[config.mk]
export PLATFORM = sky130hd
export DESIGN_NAME = inst_prefetch_queue_flat
export DESIGN_NICKNAME = d
export VERILOG_FILES = /design/src/rtl/inst_prefetch_queue_if.sv /design/src/rtl/inst_prefetch_queue.sv /design/src/flat_wrapper.sv
export SDC_FILE = /design/constraint.sdc
export NUM_CORES = 1
export LEC_CHECK = 0
export CAP_MARGIN = 20
export CORE_UTILIZATION = 55
export CTS_BUF_LIST = sky130_fd_sc_hd__clkbuf_4
export DETAILED_ROUTE_END_ITERATION = 16
export MAX_ROUTING_LAYER = met4
export PLACE_DENSITY = 0.77
export SLEW_MARGIN = 20
export SYNTH_ARGS = -nofsm -noshare
export SYNTH_HDL_FRONTEND = slang
export SYNTH_SLANG_ARGS = --single-unit
[constraint.sdc]
create_clock -name clk -period 4.3 [get_ports clk]
set_input_delay 0.43 -clock clk [delete_from_list [all_inputs] [get_ports clk]]
set_output_delay 0.43 -clock clk [all_outputs]
set_load 0.01 [all_outputs]
[src/rtl/inst_prefetch_queue_if.sv]
// Bus/decoder bundle for the instruction prefetch queue.
// The master modport is the prefetch queue; the slave side is memory plus decoder.
interface inst_prefetch_queue_if #(
    parameter int ADDR_W = 16,
    parameter int CNT_W  = 5
);
    logic              mem_req;
    logic [ADDR_W-1:0] mem_addr;
    logic              mem_ack;
    logic [7:0]        mem_rdata;
    logic              redirect;
    logic [ADDR_W-1:0] redirect_pc;
    logic              consume;
    logic [1:0]        consume_len;
    logic [CNT_W-1:0]  q_count;
    logic [7:0]        q_byte0;
    logic [7:0]        q_byte1;
    logic [7:0]        q_byte2;
    logic [ADDR_W-1:0] q_pc;
    logic              protocol_err;

    modport master (
        output mem_req, mem_addr, q_count, q_byte0, q_byte1, q_byte2, q_pc, protocol_err,
        input  mem_ack, mem_rdata, redirect, redirect_pc, consume, consume_len
    );

    modport slave (
        input  mem_req, mem_addr, q_count, q_byte0, q_byte1, q_byte2, q_pc, protocol_err,
        output mem_ack, mem_rdata, redirect, redirect_pc, consume, consume_len
    );
endinterface

[src/rtl/inst_prefetch_queue.sv]
// Byte-wide instruction prefetch queue: sequential fetch into a circular buffer,
// three head bytes presented to the decoder, flush-and-restart on redirect.
module inst_prefetch_queue #(
    parameter int                DEPTH    = 16,
    parameter int                ADDR_W   = 16,
    parameter logic [ADDR_W-1:0] RESET_PC = {ADDR_W{1'b0}}
) (
    input  logic                   clk,
    input  logic                   rst_n,
    inst_prefetch_queue_if.master  bus
);
    localparam int PTR_W = $clog2(DEPTH);
    localparam int CNT_W = PTR_W + 1;
    localparam logic [CNT_W-1:0] FULL = CNT_W'(DEPTH);

    localparam logic [0:0] ST_FETCH = 1'b0;
    localparam logic [0:0] ST_FLUSH = 1'b1;

    logic [0:0]        state_q,    state_d;
    logic [PTR_W-1:0]  head_q,     head_d;
    logic [PTR_W-1:0]  tail_q,     tail_d;
    logic [CNT_W-1:0]  count_q,    count_d;
    logic [ADDR_W-1:0] fetch_pc_q, fetch_pc_d;
    logic [ADDR_W-1:0] q_pc_q,     q_pc_d;
    logic              mem_req_q,  mem_req_d;
    logic              err_q,      err_d;
    logic [7:0]        byte_q [3];
    logic [7:0]        byte_d [3];
    logic [7:0]        queue_q [DEPTH];

    logic              wr_en_s;
    logic              legal_s;
    logic [CNT_W-1:0]  len_s;
    logic [PTR_W-1:0]  rd_idx_s [3];

    // Next-state: redirect overrides everything, otherwise fill and retire in parallel.
    always_comb begin
        len_s      = CNT_W'(bus.consume_len);
        wr_en_s    = (state_q == ST_FETCH) && mem_req_q && bus.mem_ack && !bus.redirect;
        legal_s    = bus.consume && (bus.consume_len != 2'd0) && (len_s <= count_q);
        state_d    = state_q;
        head_d     = head_q;
        tail_d     = tail_q;
        count_d    = count_q;
        fetch_pc_d = fetch_pc_q;
        q_pc_d     = q_pc_q;
        err_d      = 1'b0;
        if (bus.redirect) begin
            state_d    = ST_FLUSH;
            head_d     = {PTR_W{1'b0}};
            tail_d     = {PTR_W{1'b0}};
            count_d    = {CNT_W{1'b0}};
            fetch_pc_d = bus.redirect_pc;
            q_pc_d     = bus.redirect_pc;
        end else begin
            case (state_q)
                ST_FETCH: state_d = ST_FETCH;
                ST_FLUSH: state_d = ST_FETCH;
                default:  state_d = ST_FETCH;
            endcase
            if (wr_en_s) begin
                tail_d     = tail_q + {{(PTR_W-1){1'b0}}, 1'b1};
                fetch_pc_d = fetch_pc_q + {{(ADDR_W-1){1'b0}}, 1'b1};
            end else begin
                tail_d     = tail_q;
                fetch_pc_d = fetch_pc_q;
            end
            if (legal_s) begin
                head_d = head_q + PTR_W'(bus.consume_len);
                q_pc_d = q_pc_q + ADDR_W'(bus.consume_len);
            end else begin
                err_d  = bus.consume && (bus.consume_len != 2'd0);
            end
            count_d = count_q + CNT_W'(wr_en_s) - (legal_s ? len_s : {CNT_W{1'b0}});
        end
        mem_req_d = !bus.redirect && (count_d < FULL);
    end

    // Head-window bytes for the next cycle; a byte written this cycle bypasses the array.
    always_comb begin
        for (int k = 0; k < 3; k++) begin
            rd_idx_s[k] = head_d + PTR_W'(k);
            if (CNT_W'(k) < count_d) begin
                if (wr_en_s && (rd_idx_s[k] == tail_q)) begin
                    byte_d[k] = bus.mem_rdata;
                end else begin
                    byte_d[k] = queue_q[rd_idx_s[k]];
                end
            end else begin
                byte_d[k] = 8'h00;
            end
        end
    end

    // Control and output registers with synchronous active-low reset.
    always_ff @(posedge clk) begin
        if (!rst_n) begin
            state_q    <= ST_FETCH;
            head_q     <= {PTR_W{1'b0}};
            tail_q     <= {PTR_W{1'b0}};
            count_q    <= {CNT_W{1'b0}};
            fetch_pc_q <= RESET_PC;
            q_pc_q     <= RESET_PC;
            mem_req_q  <= 1'b0;
            err_q      <= 1'b0;
            for (int k = 0; k < 3; k++) byte_q[k] <= 8'h00;
        end else begin
            state_q    <= state_d;
            head_q     <= head_d;
            tail_q     <= tail_d;
            count_q    <= count_d;
            fetch_pc_q <= fetch_pc_d;
            q_pc_q     <= q_pc_d;
            mem_req_q  <= mem_req_d;
            err_q      <= err_d;
            for (int k = 0; k < 3; k++) byte_q[k] <= byte_d[k];
        end
    end

    // Byte storage; contents beyond q_count are don't-care so no reset is needed.
    always_ff @(posedge clk) begin
        if (rst_n && wr_en_s) begin
            queue_q[tail_q] <= bus.mem_rdata;
        end else begin
            queue_q[tail_q] <= queue_q[tail_q];
        end
    end

    assign bus.mem_req      = mem_req_q;
    assign bus.mem_addr     = fetch_pc_q;
    assign bus.q_count      = count_q;
    assign bus.q_byte0      = byte_q[0];
    assign bus.q_byte1      = byte_q[1];
    assign bus.q_byte2      = byte_q[2];
    assign bus.q_pc         = q_pc_q;
    assign bus.protocol_err = err_q;
endmodule

[src/flat_wrapper.sv]
// flat-port wrapper written by rule: the top's interface ports become plain ports
module inst_prefetch_queue_flat 
#(
    parameter int                DEPTH    = 16,
    parameter int                ADDR_W   = 16,
    parameter logic [ADDR_W-1:0] RESET_PC = {ADDR_W{1'b0}}
)
  (clk, rst_n, bus_mem_req, bus_mem_addr, bus_q_count, bus_q_byte0, bus_q_byte1, bus_q_byte2, bus_q_pc, bus_protocol_err, bus_mem_ack, bus_mem_rdata, bus_redirect, bus_redirect_pc, bus_consume, bus_consume_len);
  inst_prefetch_queue_if #(.ADDR_W(ADDR_W), .CNT_W(5)) bus_i ();
  input  logic clk;
  input  logic rst_n;
  output wire logic [$bits(bus_i.mem_req)-1:0] bus_mem_req;
  output wire logic [$bits(bus_i.mem_addr)-1:0] bus_mem_addr;
  output wire logic [$bits(bus_i.q_count)-1:0] bus_q_count;
  output wire logic [$bits(bus_i.q_byte0)-1:0] bus_q_byte0;
  output wire logic [$bits(bus_i.q_byte1)-1:0] bus_q_byte1;
  output wire logic [$bits(bus_i.q_byte2)-1:0] bus_q_byte2;
  output wire logic [$bits(bus_i.q_pc)-1:0] bus_q_pc;
  output wire logic [$bits(bus_i.protocol_err)-1:0] bus_protocol_err;
  input wire logic [$bits(bus_i.mem_ack)-1:0] bus_mem_ack;
  input wire logic [$bits(bus_i.mem_rdata)-1:0] bus_mem_rdata;
  input wire logic [$bits(bus_i.redirect)-1:0] bus_redirect;
  input wire logic [$bits(bus_i.redirect_pc)-1:0] bus_redirect_pc;
  input wire logic [$bits(bus_i.consume)-1:0] bus_consume;
  input wire logic [$bits(bus_i.consume_len)-1:0] bus_consume_len;
  assign bus_mem_req = bus_i.mem_req;
  assign bus_mem_addr = bus_i.mem_addr;
  assign bus_q_count = bus_i.q_count;
  assign bus_q_byte0 = bus_i.q_byte0;
  assign bus_q_byte1 = bus_i.q_byte1;
  assign bus_q_byte2 = bus_i.q_byte2;
  assign bus_q_pc = bus_i.q_pc;
  assign bus_protocol_err = bus_i.protocol_err;
  assign bus_i.mem_ack = bus_mem_ack;
  assign bus_i.mem_rdata = bus_mem_rdata;
  assign bus_i.redirect = bus_redirect;
  assign bus_i.redirect_pc = bus_redirect_pc;
  assign bus_i.consume = bus_consume;
  assign bus_i.consume_len = bus_consume_len;
  inst_prefetch_queue #(.DEPTH(DEPTH), .ADDR_W(ADDR_W), .RESET_PC(RESET_PC)) u_core (.clk(clk), .rst_n(rst_n), .bus(bus_i));
endmodule
# == Yosys cells after proc, flatten, opt, wreduce, memory -nomap -nowiden ==
# Memory sizes are Yosys's and may differ from the RTL's.
# Cells that the tools add are included.
# word_totals
register_bits,48
latchBits,0
ramBits,152
rom_bits,0
inputBits,31
output_inout_bits,63
word_cells,74
n_memories,2
# memory_table
name,depth,width,read_ports,rd_ports_with_merged_regs,write_ports,line_no,source
u_core.queue_q,16,8,3,0,1,inst_prefetch_queue.sv:29,logic [7:0] queue_q [DEPTH];
u_core.byte_q,3,8,3,0,3,inst_prefetch_queue.sv:27,logic [7:0] byte_q [3];
# op_classes
n_addsub,8
mul,0
n_div,0
magnitude_cmp,5
eq_ne,4
n_shift,0
mux,24
bitwise_logic,6
reduce_logical,17
# ops
cell,count
8-bit two-way mux,10
16-bit two-way mux,4
"16-bit by 1-bit adder with 16-bit output, second input constant",1
16-bit by 2-bit adder with 16-bit output,1
4-bit equality test,3
1-bit logical AND,10
"1-bit by 5-bit < comparator with 1-bit output, first input constant",2
"4-bit by 1-bit adder with 4-bit output, second input constant",2
4-bit two-way mux,2
1-bit two-way mux,6
2-bit nonzero test,3
5-bit by 1-bit adder with 5-bit output,1
2-bit by 5-bit less-or-equal comparator with 1-bit output,1
"2-bit by 5-bit < comparator with 1-bit output, first input constant",1
"5-bit < comparator, second input constant",1
5-bit two-way mux,1
5-bit subtractor,1
4-bit by 2-bit adder with 4-bit output,1
"4-bit by 2-bit adder with 4-bit output, second input constant",1
1-bit OR,4
3-bit OR reduction,1
2-bit two-way mux,1
1-bit inverter,2
2-bit AND reduction,1
3 further kinds,3

# == Depth between registers and ports, before layout ==
# depth
depth_word,11
ltp_mapped,21
mapped_depth_nobuf,19

# == Least setup slack after synthesis ==
# OpenSTA, ideal clock, no wires.
# synth_timing
path_type,in2reg
startpoint,input port bus_consume_len[1]
endpoint,memory u_core.byte_q[2][0] (netlist: u_core.byte_q[0][16])
setup_time_ns,0.069
arrival_ns,3.863
required_time_ns,4.231
slack_ns,0.368
cell_stages,18
path_buffers,2
path_cell_list,ha_1 > nor2b_4 > o2111a_1 > nor2_1 > nand2_1 > ha_1 > fa_1 > a21oi_1 > nor2_1 > nor2_1 > xnor2_1 > a21oi_1 > a211o_1 > buf_2 > o31a_1 > buf_1 > or2b_2 > o21ai_1
# synth_lines
element,line_no,source
"start, declared",flat_wrapper.sv:25,input wire logic [$bits(bus_i.consume_len)-1:0] bus_consume_len;
"end, declared",inst_prefetch_queue.sv:27,

==> metrics.txt <==
gr usage total=29.4%; Mapped Nets=925; CP Max Fanout=9; worst skew pair latency=0.59 ns; Crit. End Element=flop; Post-synth EDFFs=128; core area=0.0187 mm²; antenna violations before repair=1; Data arrival, critical path=4.41 ns; worst-margin pin slew=1.11 ns; Pins Over Slew Limit=0; Reg area=0.00529 mm²; Flop pwr share=47.8%; Slew headroom=25.6%; clock skew=0.0223 ns; clk sinks=200; Setup Crit Path Kind=reg2reg; HPWL after detailed placement=19.0 mm; LEAKAGE=4.16 nW; area of the multi-input gates=0.00489 mm²; grt ovf=0; Area Overhead vs Synth=15.2%; global-route wire length before repair=42.0 mm; H-tree levels=4; hold depth=2; Post-synth top cells=128 x edfxtp_1, 83 x a21oi_1, 76 x nand2_1; NumNets Final=1019; Vias/cell=6.47; Final setup viols=0; Hold-fix buffers, CTS=0; DP Worst Slack=-0.100 ns; DR vias=7844; Total Wirelength=27.2 mm; r2r setup slk=0.38 ns; post-layout min period=3.92 ns; Resized cells post-CTS=0; Synth Cell Area=0.0105 mm²; CTS tree=built; TritonCTS Buffers=17; row count=50; top-count cell post-synth=edfxtp_1; Crit. Startpoint=u_core.bus.q_count[1]; I/O Pins=94; TNS Setup=0 ns; net switching fraction of the power=31.7%; Syn Inst Count=870; Area contributors post-synth=edfxtp_1 37%, dfxtp_1 14%, mux4_2 12%; routability congestion estimate from global placement=0.900; synthesis warning total=0; CP Launch Type=flop; Worst VDD drop=160 µV; Clk pin slew, worst setup/hold paths=0.16 ns; DIE HEIGHT=140 µm; Int Power=3.22 mW; design area=0.0121 mm²; Reg-to-Reg Start=u_core.bus.q_count[1]; clock power share=21.4%; initial drt markers=1011; Max Fclk=255 MHz; Placement Cell Area=0.0118 mm²; Cell variety after synth=64; P_sw=1.49 mW; Hold EP=u_core.bus.q_pc[0]; status=complete, no violations; routed wire length per instance=22.5 µm; FF-to-FF path depth=19; Bufs on Longest Clock Path=2; Mean Syn Cell Area=12.1 µm²; final core occ=64.8%; Yosys reg bits=200; # fillers=1384; Chip Width=140 µm; I/O Buffers=93; RSZ-0062 raised after global routing=false; Tot Pwr=4.71 mW; Die Area=0.0197 mm²; Max-Cap Viols=0; number of detailed-route iterations in the first pass=6; Worst R2R End=u_core.byte_q[0][0]; Routed Antenna Nets=0; Synth Flop Type=edfxtp_1; hold crit path type=reg2reg; vias in the first global route=7416; largest area contributor in the netlist=edfxtp_1; Logic pwr share=30.9%; Post-CTS Setup Repair Bufs=0; Seq/Total Area, Yosys=50.2%; share of post-route cells with drive strength above 1=15.3%; top cell type's share of synthesized area=36.5%; clock root buffer master=clkbuf_4; Starting Density=56.2%; Fin. Hold Viols=0; min-delay src=u_core.bus.q_pc[0]; WP data required=4.79 ns; largest net degree at the start of global routing=75; setup ws final=0.381 ns; Tcrit/Tclk final=91.1%; PwrDens=389 mW/mm²; asr flop ratio synth=0%; DRC Markers=0
==> sequential cells by signal (all words and copies together) (netlist names) <==
name and flops:
u_core.bus.protocol_err 1, u_core.bus.mem_req 1, u_core.tail_q 4, u_core.queue_q 128, u_core.state_q 1, u_core.byte_q 24, u_core.bus.q_count 5, u_core.bus.q_pc 16
u_core.bus.mem_addr 16, u_core.head_q 4
==> worst max-delay path: stages, from the launching register on <==
cell and delay (ns):
dfxtp_1 0.41, inv_1 0.07, ha_1 0.29, nand4b_1 0.17, o2111ai_2 0.16, nand2_1 0.13, nor2_1 0.06, ha_1 0.27
inv_1 0.04, ha_1 0.20, fa_1 0.41, a21oi_1 0.14, nor2_1 0.05, nor2_1 0.11, xnor2_1 0.16, a21oi_1 0.13
a211o_1 0.34, or2_2 0.38, nor2b_1 0.16, o2bb2ai_1 0.15
==> layout make-up <==
type / instances / area share, %
well taps: 234 / 2.42
clock inverters: 15 / 1.36
multi-input cells: 588 / 40.4
repair buffers: 131 / 10.3
diodes: 1 / 0.0207
inverters: 26 / 0.826
flip-flops and latches: 200 / 43.6
clock buffers: 17 / 1.05
==> worst max path at each step <==
stage / slack [ns] / to / cells past startpoint
finish: 0.38 / u_core.byte_q[0][0] / 19
global route: 0.12 / u_core.byte_q[0][0] / 19
CTS: 0.38 / u_core.byte_q[0][0] / 19
detailed placement: -0.10 / u_core.byte_q[0][0] / 20
global placement: 0.04 / u_core.byte_q[0][0] / 20
floorplan: 0.37 / u_core.byte_q[0][16] / 18
==> routing by layer <==
metal | track usage, % | up-vias | share of wire [%]
li1 | - | 3524 | -
met1 | 40.0 | 3766 | 41
met2 | 43.8 | 497 | 45
met3 | 6.74 | 57 | 11
met4 | 9.31 | 0 | 2.3
met5 | - | - | 0
==> layout by cell type, fill, tap and decap left out, types with 10 or more instances in the layout <==
| cell | instances |
|---|---|
| mux2i_1 | 39 |
| a221oi_1 | 39 |
| dfxtp_1 | 72 |
| clkdlybuf4s50_1 | 93 |
| clkbuf_4 | 17 |
| o21ai_0 | 21 |
| nor3_1 | 10 |
| buf_4 | 35 |
| and2_1 | 18 |
| xnor2_1 | 26 |
| and3_1 | 10 |
| ha_1 | 21 |
| nor4_1 | 10 |
| nand2_1 | 76 |
| inv_1 | 23 |
| a22o_1 | 23 |
| nor2_1 | 42 |
| a21oi_1 | 83 |
| nand3_1 | 17 |
| edfxtp_1 | 128 |
| xor2_1 | 21 |
| mux4_2 | 58 |
==> metrics by stage <==
stage,std cells,hold slack [ns]
after floorplan,870,0.499
after global placement,1179,0.486
after detailed placement,1179,0.496
after CTS,1211,0.486
after global routing,1212,0.501
final,1212,0.509
==> cells by family (layout without fill, tap and decap cells) <==
family	Yosys count	count (layout)	synth area share, %
mux	98	98	16.3
other cells	0	1	0
buf+inv	82	189	3.37
simple gates	211	211	9.93
fa+ha+maj	24	24	3.07
flops	200	200	50.2
compound gates	207	207	13.0
xor+xnor	48	48	4.07
==> power by group through the flow <==
stage | sequential, mW | clock [mW] | combinational (mW)
after floorplan | 2.32 | 0 | 0.801
after global placement | 2.30 | 0 | 1.41
after detailed placement | 2.29 | 0 | 1.43
after CTS | 2.25 | 1.02 | 1.44
after global routing | 2.26 | 1.09 | 1.56
final | 2.25 | 1.01 | 1.46
(Power assumes the default switching activity.)
